`src/rtl/mem_arbiter.sv`:
```
// Two-port memory arbiter: instruction fetch vs. data port, round-robin on ties,
// fixed-length ACCESS phase, unaligned-word data requests fault without touching memory.
module mem_arbiter #(
  parameter int unsigned WAIT_CYCLES = 1
) (
  input  logic        clk,
  input  logic        reset,
  input  logic        if_req,
  input  logic [15:0] if_addr,
  output logic [15:0] if_rdata,
  output logic        if_ready,
  input  logic        d_req,
  input  logic        d_we,
  input  logic        d_word,
  input  logic [15:0] d_addr,
  input  logic [15:0] d_wdata,
  output logic [15:0] d_rdata,
  output logic        d_ready,
  output logic        d_fault,
  output logic [15:0] mem_addr,
  output logic [15:0] mem_din,
  input  logic [15:0] mem_dout,
  output logic        mem_we,
  output logic        mem_word,
  output logic        busy
);

  // state  | meaning
  // IDLE   | waiting for a request, arbitration happens here
  // ACCESS | memory cycle in progress, WAIT_CYCLES long
  // DONE   | one-cycle ready pulse to the granted port
  typedef enum logic [1:0] {IDLE, ACCESS, DONE} state_t;

  localparam logic [3:0] WAIT_LD = WAIT_CYCLES[3:0];

  state_t      state_q, state_d;
  logic [3:0]  cnt_q;
  logic        last_d_q;
  logic        gnt_d_q;
  logic        we_q;
  logic        word_q;
  logic        fault_q;
  logic [15:0] addr_q;
  logic [15:0] din_q;
  logic [15:0] if_rdata_q;
  logic [15:0] d_rdata_q;

  logic pick_any, pick_d, unaligned, last_access;

  assign pick_any    = if_req | d_req;
  assign pick_d      = d_req & (~if_req | ~last_d_q);
  assign unaligned   = pick_d & d_word & d_addr[0];
  assign last_access = (state_q == ACCESS) && (cnt_q <= 4'd1);

  always_ff @(posedge clk or negedge reset) begin
    if (!reset) state_q <= IDLE;
    else        state_q <= state_d;
  end

  always_comb begin
    state_d = state_q;
    case (state_q)
      IDLE:    if (pick_any) state_d = unaligned ? DONE : ACCESS;
      ACCESS:  if (last_access) state_d = DONE;
      DONE:    state_d = IDLE;
      default: state_d = IDLE;
    endcase
  end

  always_comb begin
    busy     = (state_q != IDLE);
    if_ready = (state_q == DONE) && !gnt_d_q;
    d_ready  = (state_q == DONE) && gnt_d_q;
    d_fault  = (state_q == DONE) && gnt_d_q && fault_q;
    // write strobe only on the first ACCESS cycle so a store hits memory once
    mem_we   = (state_q == ACCESS) && we_q && (cnt_q == WAIT_LD);
  end

  always_ff @(posedge clk or negedge reset) begin
    if (!reset) begin
      cnt_q      <= '0;
      last_d_q   <= 1'b1;
      gnt_d_q    <= 1'b0;
      we_q       <= 1'b0;
      word_q     <= 1'b0;
      fault_q    <= 1'b0;
      addr_q     <= '0;
      din_q      <= '0;
      if_rdata_q <= '0;
      d_rdata_q  <= '0;
    end else if (state_q == IDLE && pick_any) begin
      last_d_q <= pick_d;
      gnt_d_q  <= pick_d;
      cnt_q    <= WAIT_LD;
      fault_q  <= unaligned;
      if (pick_d) begin
        addr_q <= d_addr;
        word_q <= d_word;
        we_q   <= d_we & ~unaligned;
        din_q  <= d_word ? d_wdata : {d_wdata[7:0], d_wdata[7:0]};
      end else begin
        addr_q <= if_addr & 16'hFFFE;
        word_q <= 1'b1;
        we_q   <= 1'b0;
      end
    end else if (state_q == ACCESS) begin
      cnt_q <= cnt_q - 4'd1;
      if (last_access && !we_q) begin
        if (gnt_d_q) d_rdata_q  <= word_q ? mem_dout : {8'h00, mem_dout[7:0]};
        else         if_rdata_q <= mem_dout;
      end
    end
  end

  assign mem_addr = addr_q;
  assign mem_din  = din_q;
  assign mem_word = word_q;
  assign if_rdata = if_rdata_q;
  assign d_rdata  = d_rdata_q;

endmodule

```
`config.mk`:
```
export PLATFORM = sky130hd
export DESIGN_NAME = mem_arbiter
export DESIGN_NICKNAME = d
export VERILOG_FILES = /design/src/rtl/mem_arbiter.sv
export SDC_FILE = /design/constraint.sdc
export NUM_CORES = 1
export LEC_CHECK = 0
export ABC_AREA = 1
export CORE_ASPECT_RATIO = 1.1
export CORE_MARGIN = 2
export CORE_UTILIZATION = 35
export CTS_CLUSTER_DIAMETER = 120
export DETAILED_ROUTE_END_ITERATION = 16
export PLACE_DENSITY = 0.73
export SLEW_MARGIN = 30
export SYNTH_ARGS = -nofsm -noshare
export SYNTH_HDL_FRONTEND = slang
export SYNTH_SLANG_ARGS = --single-unit
```
`constraint.sdc`:
```
create_clock -name clk -period 1.65 [get_ports clk]
set_input_delay 0.165 -clock clk [delete_from_list [all_inputs] [get_ports clk]]
set_output_delay 0.165 -clock clk [all_outputs]
set_load 0.02 [all_outputs]
```
### After elaboration in Yosys (flattened, before gate mapping)

Cells that the tools add are included.

* word-level logic and storage cells: 57
* register bits after elaboration: 75
* input port bits: 70
* output and inout bits: 70

* equal/unequal tests: 5
* reduce and logical (&&, ||, !) cells: 17
* add/subtract/negate cells: 1
* bitwise operators: 11
* mux-type cells: 11
* magnitude comparators: 1

Operators with widths (number)
* $mux W16: 3
* $logic_and A1 B1 Y1: 8
* $mux W4: 2
* $reduce_and A4 Y1: 2
* $mux W2: 3
* $not A1 Y1: 5
* $and A1 B1 Y1: 4
* $eq A4 B1 Y1 const B: 1
* $le A4 B1 Y1 const B: 1
* $ne A2 B2 Y1 const B: 2
* $pmux W2 S2: 1
* $reduce_and A2 Y1: 2
* $reduce_bool A2 Y1: 2
* $sub A4 B1 Y4 const B: 1
* $eq A2 B1 Y1 const B: 1
* $eq A2 B2 Y1 const B: 1
* $logic_not A1 Y1: 2
* $logic_not A2 Y1: 1
* $mux W1: 2
* $or A1 B1 Y1: 2

### Logic depth before layout (Yosys ltp)

Gate-level depths: netlist (run 1).

* depth after elaboration: 8
* mapped depth: 10
* depth with buffers taken out: 9

### Worst setup path before layout (run 1)

Ideal clock, no wire load.

* path type: register to output
* start point: register state_q[1]
* end point: output port d_fault
* arrival: 1.318 ns
* data required time: 1.485 ns
* buffers on the path: 0
* cell stages (with the launch flop): 4
* setup slack: 0.167 ns
* cells stage by stage: dfrtp_1 inv_1 nor3_1 and2_1

* word-level cells in the longest chain between the ends: 3

Ends and longest elaborated chain
* start, declared: RTL line 36 `state_t state_q, state_d;`
* start signal, assigned: RTL line 57 `else state_q <= state_d;`
* $eq A2 B2 Y1
* $logic_and A1 B1 Y1
* named net d_ready: RTL line 18 `output logic d_ready,`
* $logic_and A1 B1 Y1: RTL line 74 `d_fault = (state_q == DONE) && gnt_d_q && fault_q;`
* end, declared: RTL line 19 `output logic d_fault,`

The timed path passes the listed nets, and every way through them passes these cells.

### Worst setup path after layout (run 1)

* start point: register state_q[1]
* end point: output port busy

* word-level cells in the longest chain between the ends: 1

Ends and longest elaborated chain
* $reduce_bool A2 Y1: RTL line 71 `busy = (state_q != IDLE);`
* end, declared: RTL line 25 `output logic busy`

Every way passes these cells.

==> Implementation_results.wiki, run 1 <==
{| class="wikitable"
! Metric !! Value
|-
| Outcome || completed
|-
| Required time of the critical path || 1.48 ns
|-
| Design Power || 0.0104 W
|-
| CP top delay family || buffers and inverters
|-
| Fin cells || between 600 and 700
|-
| Maximum Capacitance Violations || 0
|-
| Filler Cell Count || 861
|-
| Critical Setup Path Class || flop to output pin
|-
| Share of the synthesized netlist area taken by xor and xnor gates || 0%
|-
| Total die area || 0.0104 mm2
|-
| Total via count after detailed routing || 3,200
|-
| Total negative slack for setup checks || 0 ns
|-
| Count of cells along the worst register-to-register path || 10
|-
| Starting density of the core || 35.8%
|-
| Worst-margin pin slew || 0.420 ns
|-
| Number of antenna violations at the first check in global routing || 0
|-
| Class of the tightest hold or removal check || input pin to async pin
|-
| Placed Area || 0.00497 mm2
|-
| Net Count, Synth || 465
|-
| Nature of the critical path endpoint || output pin
|-
| CTS tree || done
|-
| H-tree depth || 3
|-
| Clock buffers created by TritonCTS || 9
|-
| Maximum number of pins on one net before global-route repair || 33
|-
| # clock sinks || between 70 and 80
|-
| Area fraction of the dominant cell type after synthesis || 55.3%
|-
| Clock skew || between 0.007 and 0.008 ns
|-
| Hold violation count in the final report || 0
|-
| Commonest non-fill, non-tap cell in the layout || nand2_1
|-
| Max Fclk || about 630 MHz
|-
| Antenna Diode Count || 0
|-
| Max rail drop VDD || 0.793 mV
|-
| Cell at the root of the clock tree || clkbuf_8
|-
| Number of buffers and inverters on the critical path || 3
|-
| Startpoint Class || flop
|-
| Pins over their slew limit || 0
|-
| Number of cells produced by synthesis || between 300 and 400
|-
| Critical path arrival || 1.41 ns
|-
| Fraction of the mapped netlist area in compound gates || 6.95%
|-
| Final Wtd Congestion || 0.797
|-
| Static leakage power || 2.56 nW
|-
| Final antenna-violating net count || 0
|-
| Power density normalized to cell area || 1960 mW/mm2
|-
| Final standard cell area without fillers || ~0.0053 mm2
|-
| Utilization after layout || 56.8%
|-
| Number of cell rows || 37
|-
| Area of the core || around 0.0094 mm2
|-
| CP max-delay cell || dfrtp_1
|-
| Flip-flop and latch count after synthesis || 75
|-
| Via count of the first global-routing pass || 3,104
|-
| Global route total overflow || 0
|-
| Share of the yosys chip area belonging to registers || 56.1%
|-
| Leading post-synthesis cells by cell area || dfrtp_1 (55%), nand2_1 (17%), nand3_1 (5.8%), o21ai_0 (4.8%), nor2_1 (3.1%)
|-
| Die Wd || 97.3 um
|-
| Reg area || between 0.0015 and 0.002 mm2
|-
| Number of nets in the finished design || between 600 and 700
|-
| Comb pwr share || 52.7%
|-
| Arithmetic-cell share of the synthesized area counting full adders, half adders and majority gates || 0.747%
|-
| Detailed-router iteration count before antenna repair || 6
|-
| Number of DRC markers after the initial detailed-route iteration || 127
|-
| Dominant cell type by area after synthesis || dfrtp_1
|-
| Multi-input gate area in the final layout || around 0.0013 mm2
|-
| Yosys warns || 0
|-
| R2r startpoint || cnt_q[1]
|-
| Largest family of logic cells by synthesized area || simple AND/OR/NAND/NOR gates
|-
| Clock power frac || 16.6%
|-
| Commonest cells after routing, fill and taps aside || nand2_1 (149), clkdlybuf4s50_1 (132), dfrtp_1 (74), nand3_1 (39), o21ai_0 (32)
|-
| Global-route wire length before repair || 14.4 mm
|-
| Stage delay of the slowest cell on the critical path || roughly 0.38 ns
|-
| Relative max-transition margin || around 72%
|-
| Crit Reg-Reg Endpoint || if_rdata[12]
|-
| Final clock period utilization by the worst path || 95.6%
|-
| Fin crit period || 1.58 ns
|-
| Synthesized area per cell || 8.52 um2
|-
| Number of top-level pins || between 100 and 150
|-
| Final setup violation count || 0
|-
| Die H || 107 um
|-
| Worst skew pair latency || roughly 0.34 ns
|-
| Sequential group share of total power || 30.7%
|-
| Post-synthesis mux area share || 0%
|-
| Internal power summed over all cells || roughly 0.0063 W
|-
| Clock edge transition at the registers on the reported setup and hold paths || 0.08 ns
|-
| Area added between synthesis and finish || 58.5%
|-
| Final HPWL DP || roughly 6.5 mm
|-
| Average routed wire per standard cell || 13.1 um
|-
| PortBufs || between 100 and 150
|-
| Detailed-route wire length || 8.89 mm
|-
| Share of final-layout standard cells stronger than drive strength 1 || 11.8%
|-
| Detail-routed via count per cell || 4.72
|-
| Synth cell types || 25
|-
| DRC violation count after routing || 0
|-
| Deepest clock path buffer count || 2
|-
| GRT Resource Usage Total || between 15 and 20%
|-
| Series of cell instances along the critical path || inv_1, buf_4, nand2_1, dlygate4sd2_1
|-
| Area of the mapped netlist || around 0.0033 mm2
|-
| Total net switching power || between 0.004 and 0.005 W
|-
| Maximum fanout count along the critical path || 2
|-
| Flop-to-flop setup slack || roughly 0.090 ns
|-
| Number of placed cells counting well taps || 658
|-
| Basic-gate share of the synthesized area counting and, or, nand and nor cells || 29.8%
|-
| Net switching share of the total power || 39.7%
|}
[per-layer routing]
metal  GRT usage, %  share of wire [%]  up-vias
li1               -                  -     1575
met1           20.7                 42     1506
met2           28.7                 50      104
met3           4.82                6.7       15
met4           6.85                1.8        0
met5              0                  0        -
[area by class of cell]
cell class / instances / share of cell area [%]
multi-input combinational: 278 / 24.5
inverter: 25 / 1.77
timing repair buffer: 168 / 30.9
tap: 117 / 2.76
sequential: 75 / 35.4
clock inverter: 4 / 1.84
clock buffer: 11 / 2.85
[synthesized netlist by cell type]
master,number
nand2_1,150
dfrtp_1,74
nand3_1,39
o21ai_0,32
nor2_1,28
inv_1,21
a31oi_1,8
buf_6,6
clkbuf_1,6
nor2_4,4
buf_4,3
inv_2,3
buf_2,2
ha_1,2
nand2_2,2
nand2_4,2
nor3_1,2
o21ai_1,2
a21oi_1,1
and2_1,1
clkinv_1,1
dfstp_2,1
nand3_4,1
nor2_8,1
o21a_1,1
[through the flow]
step / worst slack [ns] / hold WS [ns]
2_1_floorplan: 0.167 / -0.131
3_3_place_gp: 0.0159 / 0.135
3_5_place_dp: -0.0202 / 0.136
4_1_cts: 0.000566 / 0.313
5_1_grt: -0.00434 / 0.344
6_report: 0.0721 / 0.316
[power groups by stage]
stage / clock [W] / combinational, W / sequential (W)
finish: 0.00173 / 0.00547 / 0.00319
global route: 0.00187 / 0.00594 / 0.00330
CTS: 0.00178 / 0.00530 / 0.00320
detailed placement: 0 / 0.00530 / 0.00322
global placement: 0 / 0.00517 / 0.00320
floorplan: 0 / 0.00192 / 0.00412
[cell families (layout without fill, tap and decap cells)]
kind of cell,after synthesis,in the layout
fa+ha+maj,2,2
simple gates,230,232
flops,75,75
buf+inv,42,208
compound gates,44,44
[flip-flops by register name (all words and copies together) (netlist names)]
signal    count
gnt_d_q       1
mem_word      1
fault_q       1
state_q       2
mem_addr     16
if_rdata     16
we_q          1
cnt_q         4
last_d_q      1
d_rdata      16
mem_din      16
[worst max path at each step]
stage,from,to,cells past startpoint
3_3_place_gp,state_q[0],d_fault,3
2_1_floorplan,state_q[1],d_fault,3
5_1_grt,cnt_q[0],if_rdata[13],10
4_1_cts,cnt_q[1],mem_we,5
3_5_place_dp,state_q[0],d_fault,3
6_report,state_q[1],busy,4
[what timing repair did]
action	4_1_cts	5_1_grt
gates resized for setup	10	13
buffers inserted	0	1
cloned	0	3
pin swaps	0	4
hold endpoints to repair	28	0
endpoints found under the setup margin	5	32
hold buffers	1	0
Power figures use the tool's default switching activity.
==> run 2, diff against run 1 <==
Settings changed: ABC_AREA 1 to 0, CORE_UTILIZATION 35 to 30, PLACE_DENSITY 0.73 to 0.65.
==> run 2 against run 1 <==
The flow now finishes with violations (negative setup slack); fmax shrank 23%; die area is 13% higher; synthesized area shrank 2.8%; worst hold slack worse by 0.044 ns; critical endpoint is now if_rdata[11]; highest routed layer unchanged.
==> Implementation_results.wiki, run 2 <==
{| class="wikitable"
! Metric !! Value
|-
| Outcome || finished with violations
|-
| Violations in the final reports || negative setup slack
|-
| Fin crit period || 2.06 ns
|-
| Net Count, Synth || 331
|-
| Filler Cell Count || 971
|-
| Area added between synthesis and finish || 64.9%
|-
| Final HPWL DP || 6.45 mm
|-
| Startpoint Class || flop
|-
| Share of final-layout standard cells stronger than drive strength 1 || a little over a fifth
|-
| # Post-CTS Setup Buffers || 0
|-
| Area fraction of the dominant cell type after synthesis || 56.9%
|-
| Maximum fanout count along the critical path || 8
|-
| Global-route wire length before repair || 14.1 mm
|-
| CP max-delay cell || or4_4
|-
| Yosys warns || 0
|-
| Final clock period utilization by the worst path || 125%
|-
| Hold violation count in the final report || 0
|-
| Leading post-synthesis cells by cell area || dfrtp_1 (57%), mux2_2 (8.0%), mux2i_1 (5.2%), mux2_4 (4.6%), a2bb2oi_1 (4.0%)
|-
| Maximum number of pins on one net before global-route repair || 33
|-
| Die Wd || between 100 and 150 um
|-
| Final antenna-violating net count || 0
|-
| Number of cells produced by synthesis || 259
|-
| EDFF count, synth || 0
|-
| Commonest non-fill, non-tap cell in the layout || clkdlybuf4s50_1
|-
| Series of cell instances along the critical path || or4b_4, or4_4, mux2_4
|-
| Stage delay of the slowest cell on the critical path || ~0.65 ns
|-
| Class of the tightest hold or removal check || input pin to async pin
|-
| Number of buffers and inverters on the critical path || 0
|-
| Synthesized area per cell || approximately 13 um2
|-
| Max rail drop VDD || 0.669 mV
|-
| Area of the core || 0.0105 mm2
|-
| Pins over their slew limit || 0
|-
| Antenna Diode Count || 0
|-
| DRC violation count after routing || 0
|-
| Flip-flop and latch count after synthesis || 75
|-
| Share of the yosys chip area belonging to registers || 57.7%
|-
| Die H || between 100 and 150 um
|-
| Total via count after detailed routing || 2,664
|-
| Maximum Capacitance Violations || 0
|-
| Commonest cells in the netlist || dfrtp_1 (74), nand2_1 (27), mux2_2 (23)
|-
| Relative max-transition margin || 78.0%
|-
| Synth cell types || 37
|-
| Number of top-level pins || 140
|-
| Dominant cell type by area after synthesis || dfrtp_1
|-
| Number of nets in the finished design || 501
|-
| Worst skew pair latency || roughly 0.33 ns
|-
| Final worst-path setup slack || -0.408 ns
|-
| Flop-to-flop setup slack || -0.41 ns
|-
| Utilization after layout || 51.2%
|-
| Power density normalized to cell area || slightly above 2000 mW/mm2
|-
| Critical Setup Path Class || flop to flop
|-
| Final Wtd Congestion || 0.763
|-
| Detail-routed via count per cell || 4.63
|-
| Number of DRC markers after the initial detailed-route iteration || 66
|-
| Clock buffers created by TritonCTS || 9
|-
| # clock sinks || 75
|-
| CP top delay family || simple AND/OR/NAND/NOR gates
|-
| Worst-margin pin slew || 0.327 ns
|-
| Worst hold margin || 0.272 ns
|-
| Unrepaired setup endpoints after global routing || yes
|-
| Average routed wire per standard cell || roughly 15 um
|-
| Nature of the critical path endpoint || flop
|-
| H-tree depth || 3
|-
| CTS tree || done
|-
| Commonest cells after routing, fill and taps aside || clkdlybuf4s50_1 (132), dfrtp_1 (74), buf_4 (29), nand2_1 (27), mux2_4 (18)
|-
| Via count of the first global-routing pass || around 2.8k
|-
| Max Fclk || between 400 and 500 MHz
|-
| Most common flop cell mapped by yosys || dfrtp_1
|-
| Total negative slack for setup checks || -11.34 ns
|-
| Post-synth ARST share || 100%
|-
| Global route total overflow || 0
|-
| GRT Resource Usage Total || about 15%
|-
| Cell at the root of the clock tree || clkbuf_16
|-
| Required time of the critical path || 1.85 ns
|-
| Detailed-route wire length || 8.67 mm
|-
| Starting density of the core || 31.0%
|-
| Deepest clock path buffer count || 2
|-
| PortBufs || 138
|-
| Critical path arrival || 2.26 ns
|-
| Most numerous cell in the Yosys netlist || dfrtp_1
|-
| Total die area || 0.0117 mm2
|-
| Clock skew || ~0.010 ns
|-
| Number of cell rows || 39
|-
| Area of the mapped netlist || 0.00326 mm2
|-
| Number of antenna violations at the first check in global routing || 0
|-
| Final setup violation count || 33
|-
| Clock edge transition at the registers on the reported setup and hold paths || ~0.06 ns
|-
| Detailed-router iteration count before antenna repair || 4
|-
| Static leakage power || 2.35 nW
|}
==> run 2: changes by cell type after synthesis, moves of 8 or more <==
cell / delta
o21ai_0: -29
nand3_1: -39
a31oi_1: -8
nor2_1: -20
a211oi_1: +15
mux2_4: +10
mux2_2: +23
a21oi_1: +15
inv_1: -10
nand2_1: -123
mux2i_1: +17
a2bb2oi_1: +15
==> run 2: metrics by stage <==
stage / cells / total power, W / setup WS (ns) / cell area [um2]
3_3_place_gp: 559 / 0.00897 / -0.371 / 5070
6_report: 576 / 0.0108 / -0.408 / 5370
2_1_floorplan: 259 / 0.00631 / -0.483 / 3290
4_1_cts: 576 / 0.0109 / -0.407 / 5360
3_5_place_dp: 559 / 0.00910 / -0.407 / 5070
5_1_grt: 576 / 0.0115 / -0.444 / 5370
==> run 2: worst paths after layout <==
check                            start      endpoint  cells after the start
min reg2reg                if_rdata[4]   if_rdata[4]                      1
min                              reset          we_q                      2
max reg2reg                 state_q[1]  if_rdata[11]                      3
min in group clk            if_addr[9]   mem_addr[9]                      3
max in group asynchronous        reset    mem_din[0]                      3
max                         state_q[1]  if_rdata[11]                      3
==> run 2: kinds of logic (layout without fill, tap and decap cells) <==
logic type	Yosys count	count (layout)	share of synthesized area (%)
DFF	75	75	57.7
AOI/OAI and AO/OA	60	60	13.2
muxes	50	50	17.8
and+or+nand+nor	45	46	6.88
buffers and inverters	26	199	3.46
adders and majority gates	2	2	0.768
xor gates and xnor gates	1	1	0.269
==> run 2: per-layer routing <==
metal  GRT usage (%)  vias up  routed length, um
met5               0        -                  0
met4            4.91        0                 74
met3            3.77        7                568
met2            24.3       94               4170
met1            20.3     1290               3860
li1                -     1273                  -
==> run 2: cell type report <==
class	instances	area, um2	share of cell area (%)
clock buffer	12	246	4.59
clock inverter	3	15.0	0.280
inverter	11	41.3	0.769
multi-input combinational	159	1320	24.6
sequential	75	1880	35.0
tap	143	179	3.33
timing repair buffer	173	1690	31.4
==> run 2: what timing repair did <==
item | 4_1_cts | 5_1_grt
endpoints found under the setup margin | 37 | 49
pin swaps | 3 | 1
resized for setup | 15 | 14
cloned | 1 | 0
hold buffers | 1 | 0
hold endpoints to repair | 18 | 0
==> run 2: where the power goes <==
part / switching [W] / leakage (nW) / internal [W]
combinational: 0.00266 / 1.34 / 0.00314
sequential: 0.000534 / 0.875 / 0.00277
clock: 0.000694 / 0.132 / 0.00104
==> run 2: worst register-to-register path, stage by stage, from the launching register on <==
cell and delay (ns):
dfrtp_1 0.37, or4b_4 0.57, or4_4 0.65, mux2_4 0.34
==> run 3, diff against run 2 <==
Settings changed: CAP_MARGIN set to 30, SETUP_SLACK_MARGIN set to 0.1.
==> run 3 against run 2 <==
Die area stayed put; largest cell class unchanged; routed wire length is 1.2% higher; sequential share of layout area is 0.38 points lower; fmax hardly changed; critical endpoint unchanged; the run still ends with negative setup slack left; clock power hardly changed; critical path type unchanged.
==> Implementation_results.wiki, run 3 (synthesis gave the netlist of run 2 again) <==
{| class="wikitable"
! Metric !! Value
|-
| Number of placed cells counting well taps || 559
|-
| Final worst-path setup slack || -0.408 ns
|-
| DRC violation count after routing || 0
|-
| Nature of the critical path endpoint || flop
|-
| Static leakage power || 2.37 nW
|-
| Number of nets in the finished design || around 500
|-
| Filler Cell Count || 960
|-
| PortBufs || 138
|-
| Reg area || 0.00188 mm2
|-
| Power density normalized to cell area || 2020 mW/mm2
|-
| Unrepaired setup endpoints after global routing || yes
|-
| Final antenna-violating net count || 0
|-
| Max rail drop VDD || about 0.67 mV
|-
| Fin crit period || slightly above 2 ns
|-
| Outcome || finished with violations
|-
| CP Capture Point || if_rdata[11]
|-
| Commonest non-fill, non-tap cell in the layout || clkdlybuf4s50_1
|-
| Clock skew || 0.00747 ns
|-
| Stage delay of the slowest cell on the critical path || 0.65 ns
|-
| Commonest cells after routing, fill and taps aside || clkdlybuf4s50_1 (132), dfrtp_1 (74), buf_4 (29), nand2_1 (27), mux2_4 (18)
|-
| Share of final-layout standard cells stronger than drive strength 1 || 24.2%
|-
| Area added between synthesis and finish || 66.7%
|-
| Die H || 113 um
|-
| Total via count after detailed routing || 2,688
|-
| Number of buffers and inverters on the critical path || 0
|-
| Hold violation count in the final report || 0
|-
| Worst skew pair latency || 0.33 ns
|-
| Crit Reg-Reg Endpoint || if_rdata[11]
|-
| Flop-to-flop setup slack || -0.41 ns
|-
| Startpoint Class || flop
|-
| R2r startpoint || state_q[1]
|-
| Total die area || 0.0117 mm2
|-
| Number of cell rows || 39
|-
| Path length in cells of the critical path || 3
|-
| Series of cell instances along the critical path || or4b_4, or4_4, mux2_4
|-
| Critical path arrival || 2.26 ns
|-
| Antenna Diode Count || 0
|-
| Via count of the first global-routing pass || approximately 2.9k
|-
| Clock buffers created by TritonCTS || 9
|-
| Average routed wire per standard cell || 15.2 um
|-
| Area of the core || 0.0105 mm2
|-
| CTS tree || done
|-
| H-tree depth || 3
|-
| CP top delay family || simple AND/OR/NAND/NOR gates
|-
| Dpl ws || -0.407 ns
|-
| Fin cells || 577
|-
| Detail-routed via count per cell || 4.66
|-
| Final standard cell area without fillers || 0.00543 mm2
|-
| Cell at the root of the clock tree || clkbuf_16
|-
| Final setup violation count || 33
|-
| Max Fclk || approximately 490 MHz
|-
| Number of DRC markers after the initial detailed-route iteration || 46
|-
| Detailed-route wire length || 8.78 mm
|-
| Deepest clock path buffer count || 2
|-
| GRT Resource Usage Total || 15.3%
|-
| Multi-input gate area in the final layout || 0.00136 mm2
|-
| # clock sinks || 75
|-
| Placed Area || 0.00507 mm2
|-
| Final clock period utilization by the worst path || 125%
|-
| Pins over their slew limit || 0
|-
| Global route total overflow || 0
|-
| Number of antenna violations at the first check in global routing || 0
|-
| Required time of the critical path || 1.85 ns
|-
| Clock edge transition at the registers on the reported setup and hold paths || 0.06 ns
|-
| Maximum fanout count along the critical path || 8
|-
| Critical Path Start || state_q[1]
|-
| Relative max-transition margin || approximately 80%
|-
| Global-route wire length before repair || between 10 and 15 mm
|-
| Maximum number of pins on one net before global-route repair || 33
|-
| Maximum Capacitance Violations || 0
|-
| Class of the tightest hold or removal check || input pin to async pin
|-
| Design Power || between 0.01 and 0.015 W
|-
| Count of cells along the worst register-to-register path || 3
|-
| Die Wd || around 100 um
|-
| Detailed-router iteration count before antenna repair || 4
|-
| Critical Setup Path Class || flop to flop
|-
| Violations in the final reports || negative setup slack
|-
| Final HPWL DP || 6.45 mm
|-
| Worst-margin pin slew || between 0.3 and 0.4 ns
|-
| Total negative slack for setup checks || -11.40 ns
|-
| Starting density of the core || 31.0%
|-
| Number of top-level pins || 140
|-
| CP max-delay cell || or4_4
|-
| Final Wtd Congestion || ~0.76
|}
==> run 3: cell count changes in the layout (fill, tap and decap cells not counted), sizes merged <==
cell and change:
clkbuf -1, buf +3, clkdlybuf4s15 -1
==> run 3: final cells by class <==
class / instances / share of cell area [%]
clock buffer: 12 / 4.54
clock inverter: 3 / 0.277
timing repair buffer: 174 / 31.4
multi-input combinational: 159 / 25.1
tap: 143 / 3.30
sequential: 75 / 34.6
inverter: 11 / 0.761
==> run 3: metrics by stage <==
| stage | hold WS (ns) | utilization, % |
|---|---|---|
| after floorplan | -0.131 | - |
| after global placement | 0.0730 | 48.4 |
| after detailed placement | 0.0764 | 48.4 |
| after CTS | 0.280 | 51.2 |
| after global routing | 0.298 | 51.7 |
| final | 0.271 | 51.7 |
==> run 3: how the worst min path moves through the flow <==
stage	end	slack, ns	cells past startpoint
2_1_floorplan	cnt_q[0]	-0.13	0
3_3_place_gp	if_rdata[5]	0.07	1
3_5_place_dp	if_rdata[2]	0.08	1
4_1_cts	cnt_q[3]	0.28	2
5_1_grt	d_rdata[4]	0.30	2
6_report	d_rdata[4]	0.27	2
==> run 3: what timing repair did <==
action                                  CTS  global route
hold buffers                              1             0
pin swaps                                 3             3
resized for setup                        29            20
setup buffers                             0             1
endpoints found under the setup margin   58            42
gates cloned                              2             0
hold endpoints to repair                 18             0
==> run 3: layer usage <==
layer,wire (um),up-vias,GRT usage [%]
li1,-,1276,-
met1,3850,1306,20.1
met2,4240,99,24.3
met3,595,7,4.26
met4,87,0,5.09
met5,0,-,0
==> run 3: power by group <==
part	leakage (nW)	switching [W]	internal, W	total (W)
Sequential	0.875	0.000536	0.00277	0.00331
Combinational	1.36	0.00271	0.00319	0.00590
Clock	0.132	0.000695	0.00104	0.00174
Total	2.37	0.00394	0.00701	0.0110
